## src/rtl/bus_controller.sv

```systemverilog
// bus_controller: round-robin arbiter that sequences register-to-register
// transfers over a shared bus (DRIVE -> LATCH -> DONE).
// Optional macro BUS_CTRL_FAST_EN: skip the DRIVE settle cycle (IDLE -> LATCH).
module bus_controller #(
   parameter int NREQ = 4,
   parameter int NREG = 4,
   parameter int SELW = 2
) (
   input  logic                 clk,
   input  logic                 reset,
   input  logic [NREQ-1:0]      req,
   input  logic [NREQ*SELW-1:0] req_src,
   input  logic [NREQ*SELW-1:0] req_dst,
   output logic [NREQ-1:0]      grant,
   output logic [NREQ-1:0]      done,
   output logic [NREG-1:0]      reg_oe,
   output logic [NREG-1:0]      reg_ie,
   output logic                 busy
);

   localparam int WW = (NREQ > 1) ? $clog2(NREQ) : 1;

   typedef enum logic [1:0] {IDLE, DRIVE, LATCH, DONE} state_t;

   state_t          state_reg, state_next;
   logic [WW-1:0]   ptr_reg, ptr_next;
   logic [WW-1:0]   owner_reg, owner_next;
   logic [SELW-1:0] src_reg, src_next;
   logic [SELW-1:0] dst_reg, dst_next;
   logic [WW-1:0]   pick;
   logic            found;
   int              rr_j;
   logic            oe_on, ie_on;

   // Round-robin search: first requester at or after ptr (wrapping).
   always_comb begin
      found = 1'b0;
      pick  = '0;
      rr_j  = 0;
      for (int k = 0; k < NREQ; k++) begin
         rr_j = int'(ptr_reg) + k;
         if (rr_j >= NREQ) rr_j = rr_j - NREQ;
         if (!found && req[rr_j]) begin
            found = 1'b1;
            pick  = WW'(rr_j);
         end
      end
   end

   // Next-state logic; src/dst/owner are captured only when leaving IDLE.
   always_comb begin
      state_next = state_reg;
      ptr_next   = ptr_reg;
      owner_next = owner_reg;
      src_next   = src_reg;
      dst_next   = dst_reg;
      case (state_reg)
         IDLE: begin
            if (found) begin
               owner_next = pick;
               src_next   = req_src[int'(pick)*SELW +: SELW];
               dst_next   = req_dst[int'(pick)*SELW +: SELW];
`ifdef BUS_CTRL_FAST_EN
               state_next = LATCH;
`else
               state_next = DRIVE;
`endif
            end
         end
         DRIVE: state_next = LATCH;
         LATCH: state_next = DONE;
         DONE: begin
            state_next = IDLE;
            ptr_next   = (owner_reg == WW'(NREQ - 1)) ? '0 : owner_reg + 1'b1;
         end
         default: state_next = IDLE;
      endcase
   end

   // State register; reset aborts any transfer in flight.
   always_ff @(posedge clk) begin
      if (reset) begin
         state_reg <= IDLE;
         ptr_reg   <= '0;
         owner_reg <= '0;
         src_reg   <= '0;
         dst_reg   <= '0;
      end else begin
         state_reg <= state_next;
         ptr_reg   <= ptr_next;
         owner_reg <= owner_next;
         src_reg   <= src_next;
         dst_reg   <= dst_next;
      end
   end

   // A src==dst transfer is a no-op on the bus, so both enables stay low.
   assign oe_on = ((state_reg == DRIVE) || (state_reg == LATCH)) && (src_reg != dst_reg);
   assign ie_on = (state_reg == LATCH) && (src_reg != dst_reg);
   assign busy  = (state_reg != IDLE);

   // Per-requester grant/done decode.
   for (genvar gi = 0; gi < NREQ; gi++) begin : g_req
      assign grant[gi] = (state_reg != IDLE) && (owner_reg == WW'(gi));
      assign done[gi]  = (state_reg == DONE) && (owner_reg == WW'(gi));
   end

   // Per-slice enable decode; an index >= NREG matches no slice.
   for (genvar gi = 0; gi < NREG; gi++) begin : g_reg
      assign reg_oe[gi] = oe_on && (src_reg == SELW'(gi));
      assign reg_ie[gi] = ie_on && (dst_reg == SELW'(gi));
   end

endmodule

```

## config.mk

```make
export PLATFORM = sky130hd
export DESIGN_NAME = bus_controller
export DESIGN_NICKNAME = d
export VERILOG_FILES = /design/src/rtl/bus_controller.sv
export SDC_FILE = /design/constraint.sdc
export NUM_CORES = 1
export LEC_CHECK = 0
export BUFFER_PORTS_ARGS = -buffer_cell sky130_fd_sc_hd__buf_2
export CORE_MARGIN = 10
export CORE_UTILIZATION = 35
export DETAILED_ROUTE_END_ITERATION = 12
export GPL_TIMING_DRIVEN = 0
export PLACE_DENSITY_LB_ADDON = 0.25
export SYNTH_ARGS = -nofsm -noshare
export SYNTH_HDL_FRONTEND = slang
export SYNTH_SLANG_ARGS = --single-unit
export TNS_END_PERCENT = 5
```

## constraint.sdc

```tcl
create_clock -name clk -period 1.3 [get_ports clk]
set_input_delay 0.065 -clock clk [delete_from_list [all_inputs] [get_ports clk]]
set_output_delay 0.065 -clock clk [all_outputs]
set_load 0.05 [all_outputs]
```

* Word-level counts from Yosys, hierarchy flattened
Cells that the tools add are included.
** Operators by class
- Add/sub/neg operators :: 8
- Multipliers :: 0
- Divide/modulo/power cells :: 0
- $lt $le $gt $ge :: 8
- Equality and inequality tests :: 14
- Shift operators :: 2
- Mux-type cells :: 27
- Bitwise logic cells :: 0
- Reduce and logical (&&, ||, !) cells :: 31
** Operators with widths (count)
- < comparator 32 x 4 -> 1 bit (second input constant) :: 4
- 2-to-1 mux 32 bit :: 4
- logical AND 1 bit :: 21
- equality test 2 bit (second input constant) :: 8
- indexed part select 8 x 4 -> 2 bit :: 2
- 2-to-1 mux 1 bit :: 12
- 2-to-1 mux 2 bit :: 6
- subtractor 3 x 3 -> 4 bit (second input constant) :: 3
- >= comparator 3 bit (second input constant) :: 3
- binary-select mux 1 bit (select 2 bit) :: 4
- equality test 2 x 1 -> 1 bit (second input constant) :: 4
- zero test 2 bit :: 4
- case mux 2 bit (4 select lines) :: 1
- adder 2 x 2 -> 3 bit (second input constant) :: 2
- subtractor 2 x 3 -> 4 bit (second input constant) :: 1
- adder 2 x 1 -> 3 bit (second input constant) :: 1
- >= comparator 2 x 3 -> 1 bit (second input constant) :: 1
- zero test 1 bit :: 3
- adder 2 x 1 -> 2 bit (second input constant) :: 1
- != test 2 bit :: 1
- != test 2 bit (second input constant) :: 1
- AND reduction 2 bit :: 1
- nonzero test 2 bit :: 1
- logical OR 1 bit :: 1
** Word-level totals
- Bits in registers :: 10
- Bits in latches :: 0
- Memory bits (writable) :: 0
- Memory bits (read-only) :: 0
- Bits of input ports :: 22
- Output and inout bits :: 17
- Word-level logic and storage cells :: 95
- Memories :: 0

* Logic depth before layout (Yosys ltp)
Gate-level depths: netlist (run 1).
- Depth after elaboration :: 17
- Depth in mapped cells :: 6
- Gate-level depth less buffers :: 6

* Worst setup path before layout (run 1)
Ideal clock, no wire load.
- Path type :: reg2out
- From :: register state_reg[0]
- To :: output reg_oe[0]
- Arrival time :: 2.302 ns
- Data required time :: 1.235 ns
- Setup slack :: -1.067 ns
- Stages on the path, launching flop included :: 4
- Path buffers :: 0
- Cell sequence :: dfxtp_1 inv_1 ha_1 nor4b_1
** On the way
- Word-level cells in the longest chain between the ends :: 4
- Elaborated cells between the ends (all ways) :: 5
- Classes of those cells :: eq/ne: 2; reduce/logical: 3
** Ends and longest elaborated chain
- start, declared :: line 25 : state_t state_reg, state_next;
- start signal, assigned :: line 89 : state_reg <= state_next;
- equality test 2 x 1 -> 1 bit or equality test 2 bit (tied branches) :: line 98 : assign oe_on = ((state_reg == DRIVE) || (state_reg == LATCH)) && (src_reg != dst_reg);
- logical OR 1 bit (*) :: line 98
- logical AND 1 bit (*) :: line 98
- logical AND 1 bit (*) :: line 110 : assign reg_oe[gi] = oe_on && (src_reg == SELW'(gi));
- end, declared :: line 16 : output logic [NREG-1:0] reg_oe,
Every way passes the cells marked *; elsewhere a longest branch is shown, timed or not.

* Worst setup path in the final report (run 1)
- From :: register state_reg[1]
- To :: output reg_oe[3]
The elaborated chain is that of the path after synthesis.

==> impl_metrics.yaml, run 1 <==
timing:
  setup_viol: 13
  slew-limit-headroom_pct: 73.3
  rsz0062_at_grt: "true"
  final_max_slew_viol_count: 0
  hold_viol: 0
  fin_ws_ns: -0.150
  timing.fmax_mhz: 690
  worst_pin_slew_ns: 0.401
  fin_skew_ns: 0.00340
  fin_crit_ns: 1.45
  setup_total_negative_slack_ns: -1.31
  timing.final.crit_share_pct: 112
yosys:
  synth_xor_xnor_area_share_pct: 0
  yosysUniqueCellTypes: 29
  synthAdderAreaFrac_pct: 10.3
  synth_top_family_by_area: "simple AND/OR/NAND/NOR gates"
  synth_mux_area_share_pct: 14.3
  syn_nets: 131
  syn_area_per_cell_sq_um: 8.30
  yosysMostFrequentCell: "nor2_1"
  ys_warn_count: 0
  yosysTopAreaCellShare_pct: 23.6
  synthTopCellsByCount: "13 x nor2_1, 11 x mux2i_1, 10 x dfxtp_1"
  ys_top_cells_by_area: "dfxtp_1 24%, mux2i_1 13%, ha_1 10%"
  seq_area_frac_synth_pct: 23.6
  synth_compound_area_share_pct: 16.2
  ys.flop_type: "dfxtp_1"
  ys_ff_latch: 10
  synthesis.area_sq_um: 847
  synthArstFlopShare_pct: 0
  synthDominantAreaCellType: "dfxtp_1"
  yosys.area_share.simple_pct: 30.6
  synth_edf_count: 0
  syn-instance-count: 102
drt:
  antenna_left: 0
  drtIter0Drc: 22
  dr_total_vias: 881
  drt-wirelength-per-cell_microns: 14.0
  firstDrtPassIters: 4
  routed_wirelength_microns: 2430
  route.detailed.drc: 0
  vias_per_cell: 5.09
critical_path:
  startpoint_type: "register"
  r2r-start: "ptr_reg[0]"
  cp_data_arrival_time_ns: 1.39
  ff2ff_path_depth: 6
  cp_max_fo: 4
  critPathKind: "reg2out"
  critPathRequiredTime_ns: 1.24
  rr_endpoint: "dst_reg[0]"
  r2r_slack_ns: -0.13
  critPathCaptureType: "primary output"
global_routing:
  grt_pass1_wl_microns: 4160
  grt_max_degree: 11
  grt.total_usage_pct: 9.66
  grt_antenna_before_repair: 0
  grt-ovfl-total: 0
  grt_pass1_vias: 936
final_layout:
  layout-drive-gt1-share_pct: 59.3
  regArea_sq_um: 213
  fin_nets: 175
  multiInputGateArea_sq_um: 743
  diodes: 0
  area_growth_pct: 65.1
  nFillCells: 206
power:
  peakVddDrop_v: 0.000916
  leakagePower_nw: 0.607
  powerDensity_nw_per_um2: 1550
  finalPower_mw: 2.16
floorplanning:
  std_cell_rows: 17
  die_area_sq_um: 4790
  pin_count: 39
  dieWidth_microns: 69.2
  fp.dieH_microns: 69.2
  start_util_pct: 37.6
  core_sq_um: 2250
min_path:
  hold-path-cell-count: 3
  min_from: "req_src[7]"
  min_to: "src_reg[1]"
  hold_class: "in2reg"
outcome:
  violations: "negative setup slack"
  status: "finished with violations"
clock_network:
  clockBufferDepth: 2
  tritoncts: "done"
  clk_latency_ns: 0.26
  clock_sinks: 10
  root_buffer: "clkbuf_4"
  htreeDepth: 1
  cts_buffers: 3
  clkTransAtPathRegs_ns: 0.07
job:
  maxCapViolCount: 0
place:
  port_buffers: 38
  hpwl_microns: 1890
  place.gp.congestion: 0.720
[layout by cell type, fill, tap and decap left out, types with 3 or more instances in the layout]
cell type  synthesis  routed
clkbuf_4           0       3
nand3b_1           5       5
nor2b_1            7       3
mux2i_1           11      11
o221ai_1           4       4
and2_1             4       3
buf_6              0      14
nor2_1            13      13
inv_2              0       5
dfxtp_2            0       7
nand2_1            4       3
ha_2               0       4
a21oi_2            0       3
buf_4              0       3
nor2b_2            0       4
clkbuf_8           0       3
nor4b_4            0       3
buf_2              0      22
[metal layers]
metal,vias to the layer above,wire length [microns],GRT usage (%)
met5,-,0,0
met4,0,28,2.66
met3,4,174,3.71
met2,31,1160,15.7
met1,402,1070,11.4
li1,444,-,-
[cell families after synthesis]
| group | count (synthesis) |
|---|---|
| DFF | 10 |
| AOI/OAI and AO/OA | 17 |
| buffers and inverters | 11 |
| adders and majority gates | 7 |
| muxes | 12 |
| and+or+nand+nor | 45 |
[worst max path at each step]
stage	from	endpoint	slack, ns	cells after the start
floorplan	state_reg[1]	state_reg[1]	-0.06	5
global placement	ptr_reg[0]	src_reg[0]	-0.15	5
detailed placement	req[1]	owner_reg[0]	-0.14	5
CTS	state_reg[0]	reg_oe[3]	-0.15	5
global route	ptr_reg[0]	src_reg[0]	-0.24	6
finish	state_reg[1]	reg_oe[3]	-0.15	5
[timing repair]
action,4_1_cts,5_1_grt
setup endpoints to repair,22,22
buffers inserted,0,2
hold buffers,0,0
pin swaps,3,2
resized for setup,36,20
gates cloned,0,0
[final cells by class]
class,instances,share of cell area (%)
multi-input combinational,81,53.1
timing repair buffer,40,22.2
sequential,10,15.2
clock buffer,4,2.59
tap,28,2.50
buffer,3,2.24
inverter,7,2.15
[critical path, cell delays in order (launching register included)]
cell and delay (ns):
dfxtp_2 0.35, inv_2 0.05, ha_4 0.28, nand2_4 0.06, a211oi_4 0.17, buf_6 0.19
[report_power, final]
part	internal, mW	leakage (nW)	switching (mW)
combinational	0.583	0.501	0.799
clock	0.170	0.0210	0.116
sequential	0.394	0.0856	0.102
[per-stage QoR]
step	setup slack, ns	instance area (sq um)	utilization (%)	hold WS, ns	instances
after detailed placement	-0.142	1190	52.9	0.371	168
after floorplan	-0.0608	967	-	0.265	102
final	-0.150	1400	62.0	0.0934	173
after global placement	-0.146	1190	52.9	0.376	168
after global routing	-0.237	1400	62.0	0.123	173
after CTS	-0.147	1320	58.4	0.0900	171
Note: power is estimated with default switching activity, not from simulation.
==> inputs of run 2 (changes only) <==
--- a/config.mk
+++ b/config.mk
@@ -5,10 +5,11 @@
 export SDC_FILE = /design/constraint.sdc
 export NUM_CORES = 1
 export LEC_CHECK = 0
-export BUFFER_PORTS_ARGS = -buffer_cell sky130_fd_sc_hd__buf_2
+export ABC_CLOCK_PERIOD_IN_PS = 1300
 export CORE_MARGIN = 10
 export CORE_UTILIZATION = 35
 export DETAILED_ROUTE_END_ITERATION = 12
+export DONT_BUFFER_PORTS = 1
 export GPL_TIMING_DRIVEN = 0
 export PLACE_DENSITY_LB_ADDON = 0.25
 export SYNTH_ARGS = -nofsm -noshare
==> run 2 against run 1 <==
Against the previous run:
- the flow still finishes with violations (negative setup slack)
- critical path depth shrank 2
- critical endpoint is now reg_oe[0]
- largest power group unchanged
- combinational power shrank 5%
- worst setup slack lost 0.18 ns
- fmax shrank 11%
- sequential power shrank 2%
- via count shrank 13%
- largest cell class unchanged
- global-route usage shrank 0.61 points
- cell area shrank 16%
- critical path type unchanged
==> impl_metrics.yaml, run 2 (synthesis gave the netlist of run 1 again) <==
critical_path:
  critPathKind: "reg2out"
  startpoint_type: "register"
  cp_max_fo: 4
  critPathRequiredTime_ns: 1.24
  critPathCaptureType: "primary output"
  cp_data_arrival_time_ns: 1.56
clock_network:
  clockBufferDepth: 2
  clkTransAtPathRegs_ns: 0.07
  cts_buffers: 3
  tritoncts: "done"
  clk_latency_ns: 0.26
  root_buffer: "clkbuf_4"
  clock_sinks: 10
  htreeDepth: 1
  hold_buffers: 0
place:
  place_ws_ns: -0.218
  place.gp.congestion: 0.726
  port_buffers: 0
  hpwl_microns: 1770
global_routing:
  grt_max_degree: 11
  grt.total_usage_pct: 9.05
  grt_pass1_vias: 777
  grt-ovfl-total: 0
  grt_pass1_wl_microns: 3770
  grt_antenna_before_repair: 0
floorplanning:
  fp.dieH_microns: 69.2
  core_sq_um: 2250
  dieWidth_microns: 69.2
  std_cell_rows: 17
  die_area_sq_um: 4790
  pin_count: 39
  start_util_pct: 37.6
timing:
  final_max_slew_viol_count: 0
  setup_total_negative_slack_ns: -2.80
  timing.final.crit_share_pct: 125
  slew-limit-headroom_pct: 49.7
  setup_viol: 14
  fin_skew_ns: 0.00498
  rsz0062_at_grt: "true"
  worst_pin_slew_ns: 0.751
  fin_ws_ns: -0.329
  timing.fmax_mhz: 614
  fin_crit_ns: 1.63
  hold_viol: 0
  hold_ws_ns: 0.0155
drt:
  drt-wirelength-per-cell_microns: 15.8
  route.detailed.drc: 0
  firstDrtPassIters: 4
  drtIter0Drc: 13
  vias_per_cell: 5.58
  antenna_left: 0
  routed_wirelength_microns: 2180
  dr_total_vias: 770
power:
  finalPower_mw: 2.07
  peakVddDrop_v: 0.000932
  leakagePower_nw: 0.436
  powerDensity_nw_per_um2: 1770
final_layout:
  layout-drive-gt1-share_pct: 48.2
  final_common_cell: "nor2_1"
  layout_common_cells: "13 x nor2_1, 11 x mux2i_1, 7 x dfxtp_2, 6 x buf_4, 5 x nand3b_1"
  diodes: 0
  fin_nets: 140
  area_growth_pct: 38.3
min_path:
  hold_class: "in2reg"
job:
  maxCapViolCount: 0
outcome:
  violations: "negative setup slack"
  status: "finished with violations"
[run 2: where the power goes]
part	internal, mW	switching, mW
sequential	0.396	0.0868
combinational	0.494	0.820
clock	0.170	0.104
[run 2: per-stage QoR]
step / instance area, sq um / cells / util (%)
global route: 1170 / 138 / 51.9
floorplan: 967 / 102 / -
detailed placement: 1000 / 130 / 44.5
finish: 1170 / 138 / 51.9
CTS: 1120 / 135 / 49.7
global placement: 1000 / 130 / 44.5
[run 2: final timing paths]
kind | start | endpoint | slack [ns] | cells after the start
min reg2reg | ptr_reg[0] | ptr_reg[0] | 0.55 | 2
max | state_reg[1] | reg_oe[0] | -0.33 | 3
min | req_dst[6] | dst_reg[0] | 0.02 | 2
max reg2reg | state_reg[1] | state_reg[1] | -0.26 | 5
[run 2: timing repair]
action,4_1_cts,5_1_grt
pin swaps,7,6
resized for setup,27,11
setup endpoints to repair,22,24
setup buffers,1,4
[run 2: critical path, stage by stage, from the launching register on]
cell and delay (ns):
dfxtp_2 0.35, inv_2 0.05, ha_4 0.28, nor4b_4 0.63
[run 2: cell type report]
class | instances | area (sq um)
timing repair buffer | 5 | 37.5
sequential | 10 | 213
fill | 210 | 1080
clock buffer | 4 | 36.3
tap | 28 | 35.0
multi-input combinational | 81 | 791
inverter | 7 | 33.8
buffer | 3 | 25.0
[run 2: routing by layer]
layer	wire [microns]	global-route usage, %	vias up
met5	0	0	-
met1	897	9.94	364
met4	14	2.66	0
li1	-	-	377
met3	203	4.99	2
met2	1060	14.5	27
